==> config.mk <==
export PLATFORM = sky130hd
export DESIGN_NAME = mul_arb
export DESIGN_NICKNAME = d
export VERILOG_FILES = /design/src/rtl/xf_pkg.sv /design/src/rtl/rr_pick.sv /design/src/rtl/mul_arb.sv
export SDC_FILE = /design/constraint.sdc
export NUM_CORES = 1
export LEC_CHECK = 0
export ABC_AREA = 1
export ABC_CLOCK_PERIOD_IN_PS = 3200
export BUFFER_PORTS_ARGS = -buffer_cell sky130_fd_sc_hd__buf_2
export CAP_MARGIN = 20
export CORE_AREA = 3 3 141 143
export CTS_CLUSTER_DIAMETER = 100
export DETAILED_ROUTE_END_ITERATION = 8
export DIE_AREA = 0 0 144 146
export PLACE_DENSITY = 0.64
export SYNTH_ARGS = -nofsm -noshare
export SYNTH_HDL_FRONTEND = slang
export SYNTH_SLANG_ARGS = --single-unit
==> constraint.sdc <==
create_clock -name clk -period 3.2 [get_ports clk]
set_clock_uncertainty 0.1 [all_clocks]
set_input_delay 0.16 -clock clk [delete_from_list [all_inputs] [get_ports clk]]
set_output_delay 0.16 -clock clk [all_outputs]
set_load 0.01 [all_outputs]
==> src/rtl/xf_pkg.sv <==
// Shared constants for the transformer datapath blocks that talk to the FLOAT16 multiplier wrapper.
package xf_pkg;

    localparam int FP16_W         = 16;
    localparam int MUL_INFO_IN_W  = 23;
    localparam int MUL_INFO_OUT_W = 24;

    // info_in is {id, user}: id sits in the top bits, user starts at bit 0
    localparam int INFO_ID_MSB    = MUL_INFO_IN_W - 1;
    localparam int INFO_USER_LSB  = 0;

    localparam int CNT_W          = 2;

    typedef enum logic [0:0] {
        ST_IDLE = 1'b0,
        ST_LOCK = 1'b1
    } arb_state_e;

endpackage

==> src/rtl/rr_pick.sv <==
// Combinational round-robin picker: first set request at or after ptr, wrapping modulo N.
module rr_pick #(
    parameter int N  = 4,
    parameter int IW = 2
) (
    input  logic [N-1:0]  req,
    input  logic [IW-1:0] ptr,
    output logic [N-1:0]  gnt,
    output logic [IW-1:0] idx
);

    logic          found_s;
    logic [IW-1:0] cand_s;

    // Scan from ptr upward; N is a power of two so the IW-bit sum wraps for free
    always_comb begin
        gnt     = '0;
        idx     = '0;
        found_s = 1'b0;
        cand_s  = ptr;
        for (int k = 0; k < N; k++) begin
            cand_s = ptr + IW'(k);
            if (!found_s && req[cand_s]) begin
                found_s     = 1'b1;
                gnt[cand_s] = 1'b1;
                idx         = cand_s;
            end else begin
                found_s = found_s;
            end
        end
    end

endmodule

==> src/rtl/mul_arb.sv <==
// Round-robin arbiter sharing one registered FLOAT16 multiplier among NREQ requesters,
// with locked bursts, ID tagging through the info field and product routing back to the owner.
module mul_arb
    import xf_pkg::*;
#(
    parameter int NREQ   = 4,
    parameter int IDW    = 2,
    parameter int USER_W = 21
) (
    input  logic                     clk,
    input  logic                     rst_n,
    input  logic [NREQ-1:0]          req_vld,
    input  logic [NREQ-1:0]          req_last,
    input  logic [NREQ*FP16_W-1:0]   req_data0,
    input  logic [NREQ*FP16_W-1:0]   req_data1,
    input  logic [NREQ*USER_W-1:0]   req_info,
    output logic [NREQ-1:0]          req_rdy,
    output logic                     mul_vld_in,
    output logic [MUL_INFO_IN_W-1:0] mul_info_in,
    output logic [FP16_W-1:0]        mul_data0,
    output logic [FP16_W-1:0]        mul_data1,
    input  logic                     mul_vld_out,
    input  logic [MUL_INFO_OUT_W-1:0] mul_info_out,
    input  logic [FP16_W-1:0]        mul_result,
    output logic [NREQ-1:0]          rsp_vld,
    output logic [USER_W-1:0]        rsp_info,
    output logic [FP16_W-1:0]        rsp_data,
    output logic                     busy
);

    arb_state_e               state_q, state_d;
    logic [IDW-1:0]           ptr_q, ptr_d;
    logic [IDW-1:0]           owner_q, owner_d;
    logic [CNT_W-1:0]         cnt_q, cnt_d;
    logic                     mul_vld_in_q, mul_vld_in_d;
    logic [MUL_INFO_IN_W-1:0] mul_info_in_q, mul_info_in_d;
    logic [FP16_W-1:0]        mul_data0_q, mul_data0_d;
    logic [FP16_W-1:0]        mul_data1_q, mul_data1_d;
    logic [NREQ-1:0]          rsp_vld_q, rsp_vld_d;
    logic [USER_W-1:0]        rsp_info_q, rsp_info_d;
    logic [FP16_W-1:0]        rsp_data_q, rsp_data_d;

    logic [NREQ-1:0]          pick_gnt_s;
    logic [IDW-1:0]           pick_idx_s;
    logic [NREQ-1:0]          lock_gnt_s;
    logic [NREQ-1:0]          rdy_s;
    logic [IDW-1:0]           win_idx_s;
    logic                     accept_s;
    logic                     win_last_s;
    logic [FP16_W-1:0]        sel_data0_s;
    logic [FP16_W-1:0]        sel_data1_s;
    logic [USER_W-1:0]        sel_info_s;
    logic [IDW-1:0]           rsp_id_s;
    logic                     unused_ext_s;

    rr_pick #(
        .N  (NREQ),
        .IW (IDW)
    ) u_rr_pick (
        .req (req_vld),
        .ptr (ptr_q),
        .gnt (pick_gnt_s),
        .idx (pick_idx_s)
    );

    // Grant: rotating pick while idle, owner-only while a burst is locked
    always_comb begin
        lock_gnt_s          = '0;
        lock_gnt_s[owner_q] = req_vld[owner_q];
        if (!rst_n) begin
            rdy_s = '0;
        end else if (state_q == ST_LOCK) begin
            rdy_s = lock_gnt_s;
        end else begin
            rdy_s = pick_gnt_s;
        end
        win_idx_s = (state_q == ST_LOCK) ? owner_q : pick_idx_s;
        accept_s  = |rdy_s;
    end

    // Operand/tag mux for the winning requester
    always_comb begin
        sel_data0_s = '0;
        sel_data1_s = '0;
        sel_info_s  = '0;
        win_last_s  = 1'b0;
        for (int i = 0; i < NREQ; i++) begin
            if (win_idx_s == IDW'(i)) begin
                sel_data0_s = req_data0[i*FP16_W +: FP16_W];
                sel_data1_s = req_data1[i*FP16_W +: FP16_W];
                sel_info_s  = req_info[i*USER_W +: USER_W];
                win_last_s  = req_last[i];
            end else begin
                win_last_s  = win_last_s;
            end
        end
    end

    // Arbitration state, pointer and burst owner
    always_comb begin
        state_d = state_q;
        ptr_d   = ptr_q;
        owner_d = owner_q;
        case (state_q)
            ST_IDLE: begin
                if (accept_s && win_last_s) begin
                    ptr_d = win_idx_s + IDW'(1);
                end else if (accept_s) begin
                    owner_d = win_idx_s;
                    state_d = ST_LOCK;
                end else begin
                    state_d = ST_IDLE;
                end
            end
            ST_LOCK: begin
                if (accept_s && win_last_s) begin
                    ptr_d   = owner_q + IDW'(1);
                    state_d = ST_IDLE;
                end else begin
                    state_d = ST_LOCK;
                end
            end
            default: state_d = ST_IDLE;
        endcase
    end

    // In-flight count; a simultaneous issue and return cancel out
    always_comb begin
        case ({accept_s, mul_vld_out})
            2'b10:   cnt_d = cnt_q + CNT_W'(1);
            2'b01:   cnt_d = cnt_q - CNT_W'(1);
            default: cnt_d = cnt_q;
        endcase
    end

    // Issue register: operands and tag hold when nothing is accepted
    always_comb begin
        mul_info_in_d = mul_info_in_q;
        mul_data0_d   = mul_data0_q;
        mul_data1_d   = mul_data1_q;
        if (accept_s) begin
            mul_vld_in_d  = 1'b1;
            mul_info_in_d = {win_idx_s, sel_info_s};
            mul_data0_d   = sel_data0_s;
            mul_data1_d   = sel_data1_s;
        end else begin
            mul_vld_in_d  = 1'b0;
        end
    end

    assign rsp_id_s     = mul_info_out[INFO_ID_MSB -: IDW];
    assign unused_ext_s = mul_info_out[MUL_INFO_OUT_W-1];

    // Response routing by the id the multiplier echoed back
    always_comb begin
        rsp_vld_d  = '0;
        rsp_info_d = rsp_info_q;
        rsp_data_d = rsp_data_q;
        if (mul_vld_out) begin
            rsp_vld_d[rsp_id_s] = 1'b1;
            rsp_info_d          = mul_info_out[USER_W-1:INFO_USER_LSB];
            rsp_data_d          = mul_result;
        end else begin
            rsp_vld_d = '0;
        end
    end

    // All state, issue and response registers
    always_ff @(posedge clk or negedge rst_n) begin
        if (!rst_n) begin
            state_q       <= ST_IDLE;
            ptr_q         <= '0;
            owner_q       <= '0;
            cnt_q         <= '0;
            mul_vld_in_q  <= 1'b0;
            mul_info_in_q <= '0;
            mul_data0_q   <= '0;
            mul_data1_q   <= '0;
            rsp_vld_q     <= '0;
            rsp_info_q    <= '0;
            rsp_data_q    <= '0;
        end else begin
            state_q       <= state_d;
            ptr_q         <= ptr_d;
            owner_q       <= owner_d;
            cnt_q         <= cnt_d;
            mul_vld_in_q  <= mul_vld_in_d;
            mul_info_in_q <= mul_info_in_d;
            mul_data0_q   <= mul_data0_d;
            mul_data1_q   <= mul_data1_d;
            rsp_vld_q     <= rsp_vld_d;
            rsp_info_q    <= rsp_info_d;
            rsp_data_q    <= rsp_data_d;
        end
    end

    assign req_rdy     = rdy_s;
    assign mul_vld_in  = mul_vld_in_q;
    assign mul_info_in = mul_info_in_q;
    assign mul_data0   = mul_data0_q;
    assign mul_data1   = mul_data1_q;
    assign rsp_vld     = rsp_vld_q;
    assign rsp_info    = rsp_info_q;
    assign rsp_data    = rsp_data_q;
    assign busy        = (cnt_q != '0) | (state_q == ST_LOCK);

endmodule

After elaboration in Yosys (flattened, before gate mapping)
Index checks and enable logic that the tools add are counted.

Bits in registers: 104. Bits of input ports: 263. Output and inout port bits: 102. Logic and storage cells: 124.

$add $sub $neg: 7. $lt $le $gt $ge: 12. Eq/ne operators: 7. Muxes and demuxes: 61. Bitwise logic cells: 7. Reductions and logical operators: 19.

Operators by type and width (number): 16-bit 2-to-1 mux (8); 21-bit 2-to-1 mux (4); 4-bit 2-to-1 mux (7); 1-bit 2-to-1 mux (21); 2-bit by 3-bit < comparator with 1-bit output (second input constant) (6); 2-bit 2-to-1 mux (7); 1-bit demux with 2-bit select (6); 2-bit by 1-bit >= comparator with 1-bit output (second input constant) (6); 4-bit OR (3); 1-bit binary-select mux with 2-bit select (5); 1-bit logical AND (10); 2-bit by 1-bit adder with 2-bit output (second input constant) (4); 2-bit case mux with 2 select lines (2); 2-bit == test (second input constant) (3); 2-bit adder (second input constant) (2); 4-bit AND (1); 2-bit by 1-bit == test with 1-bit output (second input constant) (2); 2-bit nonzero test (2); 4-bit OR reduction (1); 1-bit zero test (3); 3-bit AND reduction (1); 2-bit zero test (1); 2-bit by 1-bit != test with 1-bit output (second input constant) (1); 2-bit != test (second input constant) (1); other kinds (5) (6).

Longest topological paths before layout
Gate-level depths: netlist (run 1).

Depth after elaboration: 21. Gate-level depth with buffers: 24.

Modules after synthesis
From an unflattened synthesis (run 1), not the netlist that was laid out.

Cell total of the unflattened synthesis: 918. Area total of the unflattened synthesis: 6358.6 um2.

Modules (own cells, without submodules): mul_arb (instances 1, cells each 836, area an instance 5843.1 um2, sequential area each 2602.5 um2); rr_pick (instances 1, cells each 82, area an instance 515.5 um2, sequential area each 0.0 um2).

Worst setup path after synthesis (run 1)
No wires, ideal clock.

Kind: register to register. From: register ptr_q[1]. To: register owner_q[0]. Library setup time: 0.117 ns. Arrival time: 3.117 ns. Setup slack: -0.133 ns. Stages on the path, launching flop included: 23. Cells stage by stage: dfrtp_1 > inv_1 > ha_1 > inv_1 > nand3_1 > nand2_1 > nor2_2 > xor2_1 > nand2_1 > o211ai_1 > nand2_1 > inv_1 > ha_1 > clkbuf_1 > inv_2 > nand3_1 > nand2_1 > a22oi_1 > inv_1 > nor2_1 > o21ai_0 > nand2_1 > nand2_1.

Word-level cells in the longest chain between the ends: 21. Elaborated cells between the ends (all ways): 66. Those cells by class: 3 x add/sub; 8 x order compare; 3 x eq/ne; 34 x mux; 4 x bitwise; 14 x reduce/logical.

RTL lines: start: declaration (RTL line mul_arb.sv:32) `logic [IDW-1:0] ptr_q, ptr_d;`; start signal: assignment (RTL line mul_arb.sv:184) `ptr_q <= ptr_d;`; branches (longest 11 deep; another with 2-bit by 1-bit adder with 2-bit output); 2-bit 2-to-1 mux * (RTL line rr_pick.sv:23) `if (!found_s && req[cand_s]) begin`; 2-bit 2-to-1 mux * (RTL line mul_arb.sv:77) `win_idx_s = (state_q == ST_LOCK) ? owner_q : pick_idx_s;`; via win_idx_s[0] (RTL line mul_arb.sv:47) `logic [IDW-1:0] win_idx_s;`; 2-bit zero test (RTL line mul_arb.sv:88) `if (win_idx_s == IDW'(i)) begin`; 1-bit 2-to-1 mux (4 in a row) (RTL line mul_arb.sv:88); 1-bit logical AND (RTL line mul_arb.sv:106) `if (accept_s && win_last_s) begin`; 1-bit inverter (no line); 3-bit AND reduction (no line); end signal: assignment (RTL line mul_arb.sv:185) `owner_q <= owner_d;`; end: declaration (RTL line mul_arb.sv:33) `logic [IDW-1:0] owner_q, owner_d;`.

Mark *: on every way through the listed nets, which the timed path passes. The select of a mux whose other input is x is not followed. A chain may end at the register's enable or synchronous reset.

Final worst setup path (run 1)
From: register ptr_q[1]. To: register mul_info_in_q[7] (netlist: mul_info_in[7]).

Word-level cells in the longest chain between the ends: 18. Elaborated cells between the ends (all ways): 63. Those cells by class: 3 x add/sub; 8 x order compare; 3 x eq/ne; 34 x mux; 3 x bitwise; 12 x reduce/logical.

RTL lines: branches (longest 11 deep; another with 2-bit by 1-bit adder with 2-bit output); 2-bit 2-to-1 mux * (RTL line rr_pick.sv:23); 2-bit 2-to-1 mux * (RTL line mul_arb.sv:77); via win_idx_s[1] (RTL line mul_arb.sv:47); 2-bit zero test (RTL line mul_arb.sv:88); 21-bit 2-to-1 mux (3 in a row) (RTL line mul_arb.sv:88); 21-bit 2-to-1 mux * (RTL line mul_arb.sv:88); end signal: assignment (RTL line mul_arb.sv:188) `mul_info_in_q <= mul_info_in_d;`; end: declaration (RTL line mul_arb.sv:36) `logic [MUL_INFO_IN_W-1:0] mul_info_in_q, mul_info_in_d;`.

Marks and branches as above.

==> impl_metrics.yaml, run 1 <==
outcome:
  status: "complete, no violations"
global_route:
  grt_pass1_vias: 7204
  grt_start_max_net_pins: 69
  grt.total_usage_pct: 22.0
  grt_first_pass_wirelength_mm: 36.8
  grt_antenna_before_repair: 4
  grt_overflow: 0
critical_path:
  path_buf_inv: 5
  crit_chain: "inv_1 > ha_2 > inv_2 > nand3_1 > nand2_2 > nand3_1 > nor2_4 > nand2_1 > nand4_1 > nand3_1 > o21ai_4 > inv_2 > ha_4 > inv_6 > clkbuf_16 > nand3_1 > nand2_1 > o21ai_0 > o21ai_0 > nand2_1 > nand2_1"
  crit_start: "ptr_q[1]"
  max_stage_delay_ps: 400
  crit_required_ps: 3390
  worst-path-max-fanout: 19
  path_class: "flip-flop to flip-flop"
  endpoint_kind: "flip-flop"
  arrival_ps: 3160
  rr_startpoint: "ptr_q[1]"
  path_delay_family: "simple AND/OR/NAND/NOR gates"
  cp_num_cells: 21
  startpoint_type: "flip-flop"
  critPathSlowestCell: "dfrtp_2"
  rr_worst_depth: 21
placed_design:
  place_ws_ps: -5.36
  place_congestion: 0.897
  io_buffer_count: 363
  hpwlAfterDp_mm: 17.2
  place_area_mm2: 0.00839
  dp.cells: 1478
clock_network:
  htree_levels: 3
  cts.sinks: 104
  cts_tree: "built"
  cts.path.max_buffers: 2
  cts_buffers: 9
  clk_latency_ps: 350
  path_clk_slew_ps: 80
  cts_root_buf: "clkbuf_16"
timing:
  period_minus_slack_ps: 2970
  fin_ws_ps: 231
  drv_slew: 0
  setup_violations: 0
  rsz0062_at_grt: "false"
  tightest_slew_ps: 831
  fmax_mhz: 337
  post-route-period-util_pct: 92.8
  hold_violations: 0
  slew_headroom_pct: 44.6
cells_and_area:
  layout.cells.non_filler: 1559
  final_area_mm2: 0.00941
  multi_input_area_mm2: 0.00332
  synthToLayoutAreaGrowth_pct: 51.1
  seq_area_mm2: 0.00260
  drive_above_1_share_pct: 33.7
  fin_nets: 1593
  fill_cells: 1870
floorplan:
  die_area_mm2: 0.0210
  core_mm2: 0.0187
  ios: 365
  die_y_um: 146
  initial_core_util_pct: 33.3
  num_rows: 50
  die_w_um: 144
worst_hold_path:
  hold_depth: 5
  hold_class: "input port to flip-flop"
  hp-start: "req_data0[48]"
synthesis:
  synth_warnings: 0
  syn-cell-area_mm2: 0.00623
  netlist_top_cells_area: "dfrtp_1, nand2_1, o21ai_0"
  synthesis.nets: 1190
  synth.distinct_cells: 29
  synth.ff_latch_count: 104
  synth_top_area_share_pct: 41.8
  syn_avg_cell_area_um2: 6.81
  synth_edf_count: 0
  ys_async_sr_fraction_pct: 100
  synth.most_common_cell: "nand2_1"
  ys_top_cells_by_count: "nand2_1, o21ai_0, dfrtp_1"
  synth_cells: 914
  yosys.area.top_type: "dfrtp_1"
  seq_area_frac_synth_pct: 41.8
  synth-main-ff-cell: "dfrtp_1"
routing:
  firstDrtPassIters: 5
  routed_wl_mm: 24.4
  vias: 7550
  routedWlPerCell_um: 15.6
  drc: 0
  routed_via_density: 4.84
  detail-route-antenna-nets: 0
  drt-initial-drc-count: 373
power:
  power.total_w: 0.0121
  p_leak_nw: 5.21
  p_per_area_mw_per_mm2: 1290
  irDropWorstVdd_v: 0.000873
flow_run:
  max_cap_viol_count: 0
==> metrics by stage <==
| step | hold WS, ps | setup TNS [ps] | utilization (%) |
|---|---|---|---|
| after floorplan | -236 | -1720 | - |
| after global placement | 154 | 0 | 44.8 |
| after detailed placement | 161 | -5.36 | 44.8 |
| after CTS | 0.451 | 0 | 49.5 |
| after global routing | 14.6 | 0 | 50.3 |
| final | 17.2 | 0 | 50.3 |
==> cell type report <==
| class | count | share of cell area, % |
|---|---|---|
| antenna | 3 | 0.0798 |
| clock buffer | 9 | 2.39 |
| tap | 234 | 3.11 |
| sequential | 104 | 27.7 |
| timing repair buffer | 453 | 29.4 |
| inverter | 25 | 1.08 |
| multi-input combinational | 724 | 35.3 |
| clock inverter | 7 | 0.997 |
==> placed cells by master, fill, tap and decap left out, types with 8 or more instances in the layout <==
master	synthesis	routed
o21ai_0	110	105
buf_2	9	362
clkbuf_16	0	11
nand3_1	69	69
buf_4	0	25
nand2_1	429	427
ha_1	13	8
inv_1	20	18
dfrtp_1	104	103
a21oi_1	63	63
dlygate4sd3_1	0	55
==> where the power goes <==
group	switching (W)	internal, W
Clock	0.000571	0.000566
Sequential	0.000237	0.00182
Combinational	0.00553	0.00338
Total	0.00634	0.00577
==> registers in the layout (all words and copies together) (netlist names), named ones only <==
name and count:
cnt_q 2, owner_q 2, rsp_data 16, mul_data1 16, mul_vld_in 1, rsp_vld 4, rsp_info 21, mul_info_in 23
mul_data0 16, ptr_q 2
==> what timing repair did <==
action	in CTS	in global routing
pin swaps	0	4
hold buffers	55	0
gates cloned	0	2
buffers inserted	0	5
resized for setup	1	19
setup endpoints to repair	4	58
endpoints found under the hold margin	92	0
==> worst paths after layout <==
path / end / slack [ps]
max in group asynchronous: mul_info_in[5] / 1470
min in group asynchronous: mul_info_in[11] / 320
worst max register to register: mul_info_in[7] / 230
worst min register to register: rsp_info[6] / 370
worst max-delay path: mul_info_in[7] / 230
worst min-delay path: mul_data0[0] / 20
==> cells by family (layout without fill, tap and decap cells) <==
logic type / Yosys count / after routing / share of synthesized area (%)
flops: 104 / 104 / 41.8
simple gates: 530 / 530 / 34.9
other cells: 0 / 3 / 0
compound gates: 178 / 178 / 14.4
fa+ha+maj: 13 / 13 / 2.61
buf+inv: 86 / 494 / 5.95
xor+xnor: 3 / 3 / 0.422
==> worst reg2reg max path, stage by stage, from the launching register on <==
cell and delay [ps]:
dfrtp_2 400, inv_1 70, ha_2 310, inv_2 80, nand3_1 90, nand2_2 100, nand3_1 120, nor2_4 100
nand2_1 60, nand4_1 70, nand3_1 120, o21ai_4 130, inv_2 90, ha_4 210, inv_6 100, clkbuf_16 200
nand3_1 80, nand2_1 60, o21ai_0 70, o21ai_0 210, nand2_1 90, nand2_1 60
==> layer usage <==
layer / vias up / share of wire (%) / GRT usage, %
met2: 280 / 51 / 38.7
met3: 52 / 6.1 / 4.73
met4: 2 / 3.0 / 8.29
met1: 3447 / 40 / 26.0
li1: 3769 / - / -
met5: - / 0.053 / 0
Power figures use the tool's default switching activity.
==> inputs of run 2 (changes only) <==
--- a/config.mk
+++ b/config.mk
@@ -9,11 +9,12 @@
 export ABC_CLOCK_PERIOD_IN_PS = 3200
 export BUFFER_PORTS_ARGS = -buffer_cell sky130_fd_sc_hd__buf_2
 export CAP_MARGIN = 20
-export CORE_AREA = 3 3 141 143
+export CORE_AREA = 2 2 140 142
 export CTS_CLUSTER_DIAMETER = 100
 export DETAILED_ROUTE_END_ITERATION = 8
-export DIE_AREA = 0 0 144 146
+export DIE_AREA = 0 0 142 144
 export PLACE_DENSITY = 0.64
+export RECOVER_POWER = 25
 export SYNTH_ARGS = -nofsm -noshare
 export SYNTH_HDL_FRONTEND = slang
 export SYNTH_SLANG_ARGS = --single-unit
==> impl_metrics.yaml, run 2 (synthesized netlist as in run 1, its figures left out) <==
outcome:
  status: "complete, no violations"
global_route:
  grt_pass1_vias: 6871
  grt.total_usage_pct: 21.7
  grt_start_max_net_pins: 69
  grt_overflow: 0
  grt_antenna_before_repair: 3
  grt_first_pass_wirelength_mm: 34.9
placed_design:
  io_buffer_count: 363
  place_congestion: 0.900
  place_area_mm2: 0.00841
  dp.cells: 1485
  hpwlAfterDp_mm: 16.6
cells_and_area:
  final_area_mm2: 0.00934
  final_common_cell: "nand2_1"
  synthToLayoutAreaGrowth_pct: 50.0
  drive_above_1_share_pct: 31.1
  fin_nets: 1591
  largest_register_ff_count: 23
  most-common-layout-cells: "nand2_1, buf_2, o21ai_0"
  layout.cells.non_filler: 1561
routing:
  drc: 0
  detail-route-antenna-nets: 0
  drt-initial-drc-count: 353
  vias: 7462
  firstDrtPassIters: 7
  routed_wl_mm: 23.4
  routed_via_density: 4.78
  routedWlPerCell_um: 15.0
clock_network:
  cts.sinks: 104
  clk_latency_ps: 350
  path_clk_slew_ps: 80
  cts_root_buf: "clkbuf_16"
  cts_tree: "built"
  cts_buffers: 9
  htree_levels: 3
  cts.path.max_buffers: 2
critical_path:
  max_stage_delay_ps: 400
  crit_chain: "inv_1 > ha_4 > inv_1 > nand3_1 > nand2_2 > nand3_2 > nor2_4 > nand2_1 > nand4_1 > nand3_2 > o21ai_4 > inv_2 > buf_4 > ha_2 > nand3_1 > nand2_1 > a22oi_1 > inv_1 > nor2_2 > o21ai_0 > nand2_1 > nand2_1"
  rr_startpoint: "ptr_q[1]"
  startpoint_type: "flip-flop"
  endpoint_kind: "flip-flop"
  arrival_ps: 3110
  cp_num_cells: 22
  critPathSlowestCell: "dfrtp_2"
  path_delay_family: "simple AND/OR/NAND/NOR gates"
  r2r_end: "owner_q[1]"
  worst-path-max-fanout: 6
  cp_common_cell: "nand2_1"
  crit_required_ps: 3350
  rrSetupSlack_ps: 240
  path_class: "flip-flop to flip-flop"
  rr_worst_depth: 22
  path_buf_inv: 5
power:
  netSwitchingPower_w: 0.00631
  seqPwrFrac_pct: 17.2
  switching_share_pct: 52.4
  p_per_area_mw_per_mm2: 1290
  cell_internal_pwr_w: 0.00572
  power.total_w: 0.0120
  p_clk_share_pct: 9.6
  combPwrFrac_pct: 73.2
  irDropWorstVdd_v: 0.000811
  p_leak_nw: 5.08
floorplan:
  die_area_mm2: 0.0204
  ios: 365
  die_w_um: 142
  core_mm2: 0.0191
  initial_core_util_pct: 32.6
  num_rows: 51
  die_y_um: 144
worst_hold_path:
  whs_endpoint: "mul_data0[12]"
  hold_class: "input port to flip-flop"
  hp-start: "req_data0[60]"
  hold_depth: 5
timing:
  period_minus_slack_ps: 2960
  tightest_slew_ps: 1070
  hold_violations: 0
  fmax_mhz: 338
  slew_headroom_pct: 28.8
  post-route-period-util_pct: 92.5
  drv_slew: 0
  setup_violations: 0
flow_run:
  max_cap_viol_count: 0
## run 2: cell types whose count changed in the layout (fill, tap and decap cells not counted), sizes merged
cell / delta
dlygate4sd3: -2
clkinv: -2
clkbuf: +37
inv: +2
buf: -37
## run 2: power by group through the flow
stage | clock network (W) | registers, W | logic [W]
floorplan | 0 | 0.00224 | 0.00546
global placement | 0 | 0.00206 | 0.00834
detailed placement | 0 | 0.00207 | 0.00848
CTS | 0.00119 | 0.00206 | 0.00854
global route | 0.00124 | 0.00211 | 0.0100
finish | 0.00116 | 0.00206 | 0.00881
## run 2: cell type report
type	count	area (µm²)
Fill cell	1935	9740
Antenna cell	3	7.51
Tap cell	238	298
Timing Repair Buffer	451	2680
Sequential cell	104	2600
Clock buffer	9	225
Clock inverter	7	88.8
Multi-Input combinational cell	724	3340
Inverter	25	98.8
## run 2: through the flow
step | setup slack (ps) | hold WS (ps) | setup TNS (ps) | utilization (%)
2_1_floorplan | -35.5 | -236 | -1720 | -
3_3_place_gp | 11.8 | 193 | 0 | 44.1
3_5_place_dp | -48.7 | 187 | -112 | 44.1
4_1_cts | 47.0 | 1.91 | 0 | 48.5
5_1_grt | -18.4 | 18.4 | -42.5 | 49.0
6_report | 240 | 6.47 | 0 | 49.0
## run 2: worst max-delay path by stage
stage | start | end | slack, ps
CTS | ptr_q[0] | owner_q[1] | 50
global route | ptr_q[1] | owner_q[1] | -20
finish | ptr_q[1] | owner_q[1] | 240
global placement | ptr_q[0] | ptr_q[0] | 10
detailed placement | ptr_q[0] | ptr_q[1] | -50
floorplan | ptr_q[0] | mul_data1[0] | -40
## run 2: what timing repair did
item,in CTS,in global routing
endpoints found under the hold margin,94,0
cloned,0,1
setup endpoints to repair,5,58
hold buffers,53,0
pin swaps,0,4
buffers inserted,0,3
gates resized for setup,2,21
## run 2: routing by layer
layer  global-route usage, %  vias up  part of all wire (%)
met1                    27.0     3355                    42
met4                    8.53        0                   2.9
met2                    36.4      307                    48
li1                        -     3755                     -
met3                    5.46       45                   6.9
met5                       0        -                     0
## run 2: worst min-delay path, stage by stage
cell and delay (ps):
buf_2 70, nand2_1 40, o21ai_0 70, nand2_1 50, nand2_1 40
==> inputs of run 3 (changes only) <==
--- a/config.mk
+++ b/config.mk
@@ -5,15 +5,14 @@
 export SDC_FILE = /design/constraint.sdc
 export NUM_CORES = 1
 export LEC_CHECK = 0
-export ABC_AREA = 1
 export ABC_CLOCK_PERIOD_IN_PS = 3200
 export BUFFER_PORTS_ARGS = -buffer_cell sky130_fd_sc_hd__buf_2
 export CAP_MARGIN = 20
-export CORE_AREA = 2 2 140 142
+export CORE_AREA = 2 2 143 145
 export CTS_CLUSTER_DIAMETER = 100
 export DETAILED_ROUTE_END_ITERATION = 8
-export DIE_AREA = 0 0 142 144
-export PLACE_DENSITY = 0.64
+export DIE_AREA = 0 0 145 147
+export PLACE_DENSITY = 0.61
 export RECOVER_POWER = 25
 export SYNTH_ARGS = -nofsm -noshare
 export SYNTH_HDL_FRONTEND = slang
==> impl_metrics.yaml, run 3 <==
routing:
  vias: 6678
  routed_via_density: 4.94
  detail-route-antenna-nets: 0
  routed_wl_mm: 24.9
  drt-initial-drc-count: 283
  routedWlPerCell_um: 18.4
  drc: 0
  firstDrtPassIters: 4
flow_run:
  max_cap_viol_count: 0
synthesis:
  synth.distinct_cells: 44
  syn_avg_cell_area_um2: 9.70
  synth_top_area_share_pct: 42.3
  syn-cell-area_mm2: 0.00615
  synth.most_common_cell: "dfrtp_1"
  synth-main-ff-cell: "dfrtp_1"
  yosys.area.top_type: "dfrtp_1"
  ys_async_sr_fraction_pct: 100
  synth_warnings: 0
  seq_area_frac_synth_pct: 42.3
  synth.ff_latch_count: 104
  synthesis.nets: 910
  synth_edf_count: 0
  ys_top_cells_by_count: "dfrtp_1, mux2_2, nand2_1"
  synth_cells: 634
  netlist_top_cells_area: "dfrtp_1, mux2_2, a22oi_1"
timing:
  setup_violations: 59
  period_minus_slack_ps: 3360
  fin_ws_ps: -164
  rsz0062_at_grt: "true"
  slew_headroom_pct: 5.01
  hold_violations: 0
  drv_slew: 0
  fmax_mhz: 297
  tightest_slew_ps: 1420
  post-route-period-util_pct: 105
floorplan:
  core_mm2: 0.0198
  die_y_um: 147
  num_rows: 52
  initial_core_util_pct: 31.0
  die_area_mm2: 0.0213
  ios: 365
  die_w_um: 145
critical_path:
  critPathSlowestCell: "mux4_2"
  endpoint_kind: "flip-flop"
  arrival_ps: 3500
  cp_common_cell: "buf_6"
  max_stage_delay_ps: 550
  path_class: "flip-flop to flip-flop"
  crit_chain: "buf_6 > buf_6 > mux4_2 > o22ai_4 > a22oi_2 > mux2_4 > ha_4 > buf_12 > a221oi_4 > o31ai_4 > buf_4 > o41ai_4 > mux2_2"
  startpoint_type: "flip-flop"
  crit_required_ps: 3340
  path_delay_family: "multiplexers"
  path_buf_inv: 4
  worst-path-max-fanout: 6
clock_network:
  cts_tree: "built"
  clk_latency_ps: 350
  cts_root_buf: "clkbuf_16"
  cts_buffers: 9
  htree_levels: 3
  cts.sinks: 104
  path_clk_slew_ps: 90
  cts.path.max_buffers: 2
placed_design:
  place_congestion: 0.824
  hpwlAfterDp_mm: 16.5
  io_buffer_count: 363
cells_and_area:
  fin_nets: 1349
  most-common-layout-cells: "buf_2, dfrtp_1, mux2_2"
  fill_cells: 1782
  synthToLayoutAreaGrowth_pct: 67.8
  drive_above_1_share_pct: 58.3
  final_common_cell: "buf_2"
  largest_register_ff_count: 23
  fin_util_pct: 52.0
power:
  p_per_area_mw_per_mm2: 1200
  irDropWorstVdd_v: 0.000639
  power.total_w: 0.0124
  p_leak_nw: 4.97
outcome:
  status: "finished, violations left"
  failed_checks: "negative setup slack"
global_route:
  grt_start_max_net_pins: 78
  grt_pass1_vias: 7000
  grt_overflow: 0
  grt.total_usage_pct: 22.1
  grt_antenna_before_repair: 4
  grt_first_pass_wirelength_mm: 37.2
worst_hold_path:
  hold_class: "input port to flip-flop"
run 3: cell families (layout without fill, tap and decap cells):
| kind of cell | count (synthesis) | in the layout | share of synthesized area [%] |
|---|---|---|---|
| compound gates | 196 | 196 | 19.6 |
| simple gates | 146 | 146 | 10.1 |
| mux | 104 | 104 | 20.1 |
| flops | 104 | 104 | 42.3 |
| buf+inv | 68 | 512 | 4.76 |
| fa+ha+maj | 13 | 13 | 2.65 |
| xor+xnor | 3 | 3 | 0.427 |
| other cells | 0 | 3 | 0 |
run 3: final cells by class:
type | count | area (µm²) | share of cell area, %
multi-input combinational | 462 | 3790 | 36.7
sequential | 104 | 2600 | 25.2
antenna | 3 | 7.51 | 0.0727
clock inverter | 7 | 83.8 | 0.812
timing repair buffer | 485 | 3220 | 31.2
clock buffer | 9 | 225 | 2.18
tap | 270 | 338 | 3.27
inverter | 11 | 51.3 | 0.497
run 3: where the power goes:
| part | internal [W] | switching, W |
|---|---|---|
| Combinational | 0.00474 | 0.00446 |
| Sequential | 0.00179 | 0.000263 |
| Clock | 0.000559 | 0.000575 |
| Total | 0.00709 | 0.00530 |
run 3: path summary, 6_finish.rpt:
kind	slack [ps]	start	cells past startpoint	end
max	-160	ptr_q[0]	13	ptr_q[1]
min	40	req_info[76]	4	mul_info_in[13]
max reg2reg	-160	ptr_q[0]	13	ptr_q[1]
min reg2reg	360	cnt_q[1]	1	cnt_q[1]
max in group asynchronous	1690	rst_n	4	ptr_q[0]
min in group asynchronous	200	rst_n	2	owner_q[0]
run 3: layer usage:
metal / GRT usage (%) / routed length, µm / vias up / share of wire [%]
met5: 0 / 13 / - / 0.052
met4: 6.19 / 530 / 2 / 2.1
met3: 6.15 / 1800 / 37 / 7.2
met2: 40.3 / 12700 / 298 / 51
met1: 25.4 / 9850 / 3175 / 40
li1: - / - / 3166 / -
run 3: worst min-delay path: stages:
cell and delay (ps):
buf_2 70, nand2_1 40, o21ai_0 60, mux2_2 140
run 3: through the flow:
step                hold WS, ps  instance area, µm²  worst slack (ps)  setup TNS [ps]  instances
CTS                        22.8               10000              -166           -4710       1336
global placement           17.2                8660              -255           -6380       1260
floorplan                  -236                6270              -261           -7990        634
global route               38.7               10300              -318          -13780       1351
finish                     36.1               10300              -164           -5260       1351
detailed placement         19.5                8660              -288           -9180       1260
run 3: repair_timing:
item | 4_1_cts | 5_1_grt
pin swaps | 11 | 9
setup endpoints to repair | 58 | 61
buffers inserted | 14 | 8
endpoints found under the hold margin | 68 | 0
hold buffers | 41 | 0
gates resized for setup | 125 | 45
cloned | 5 | 4
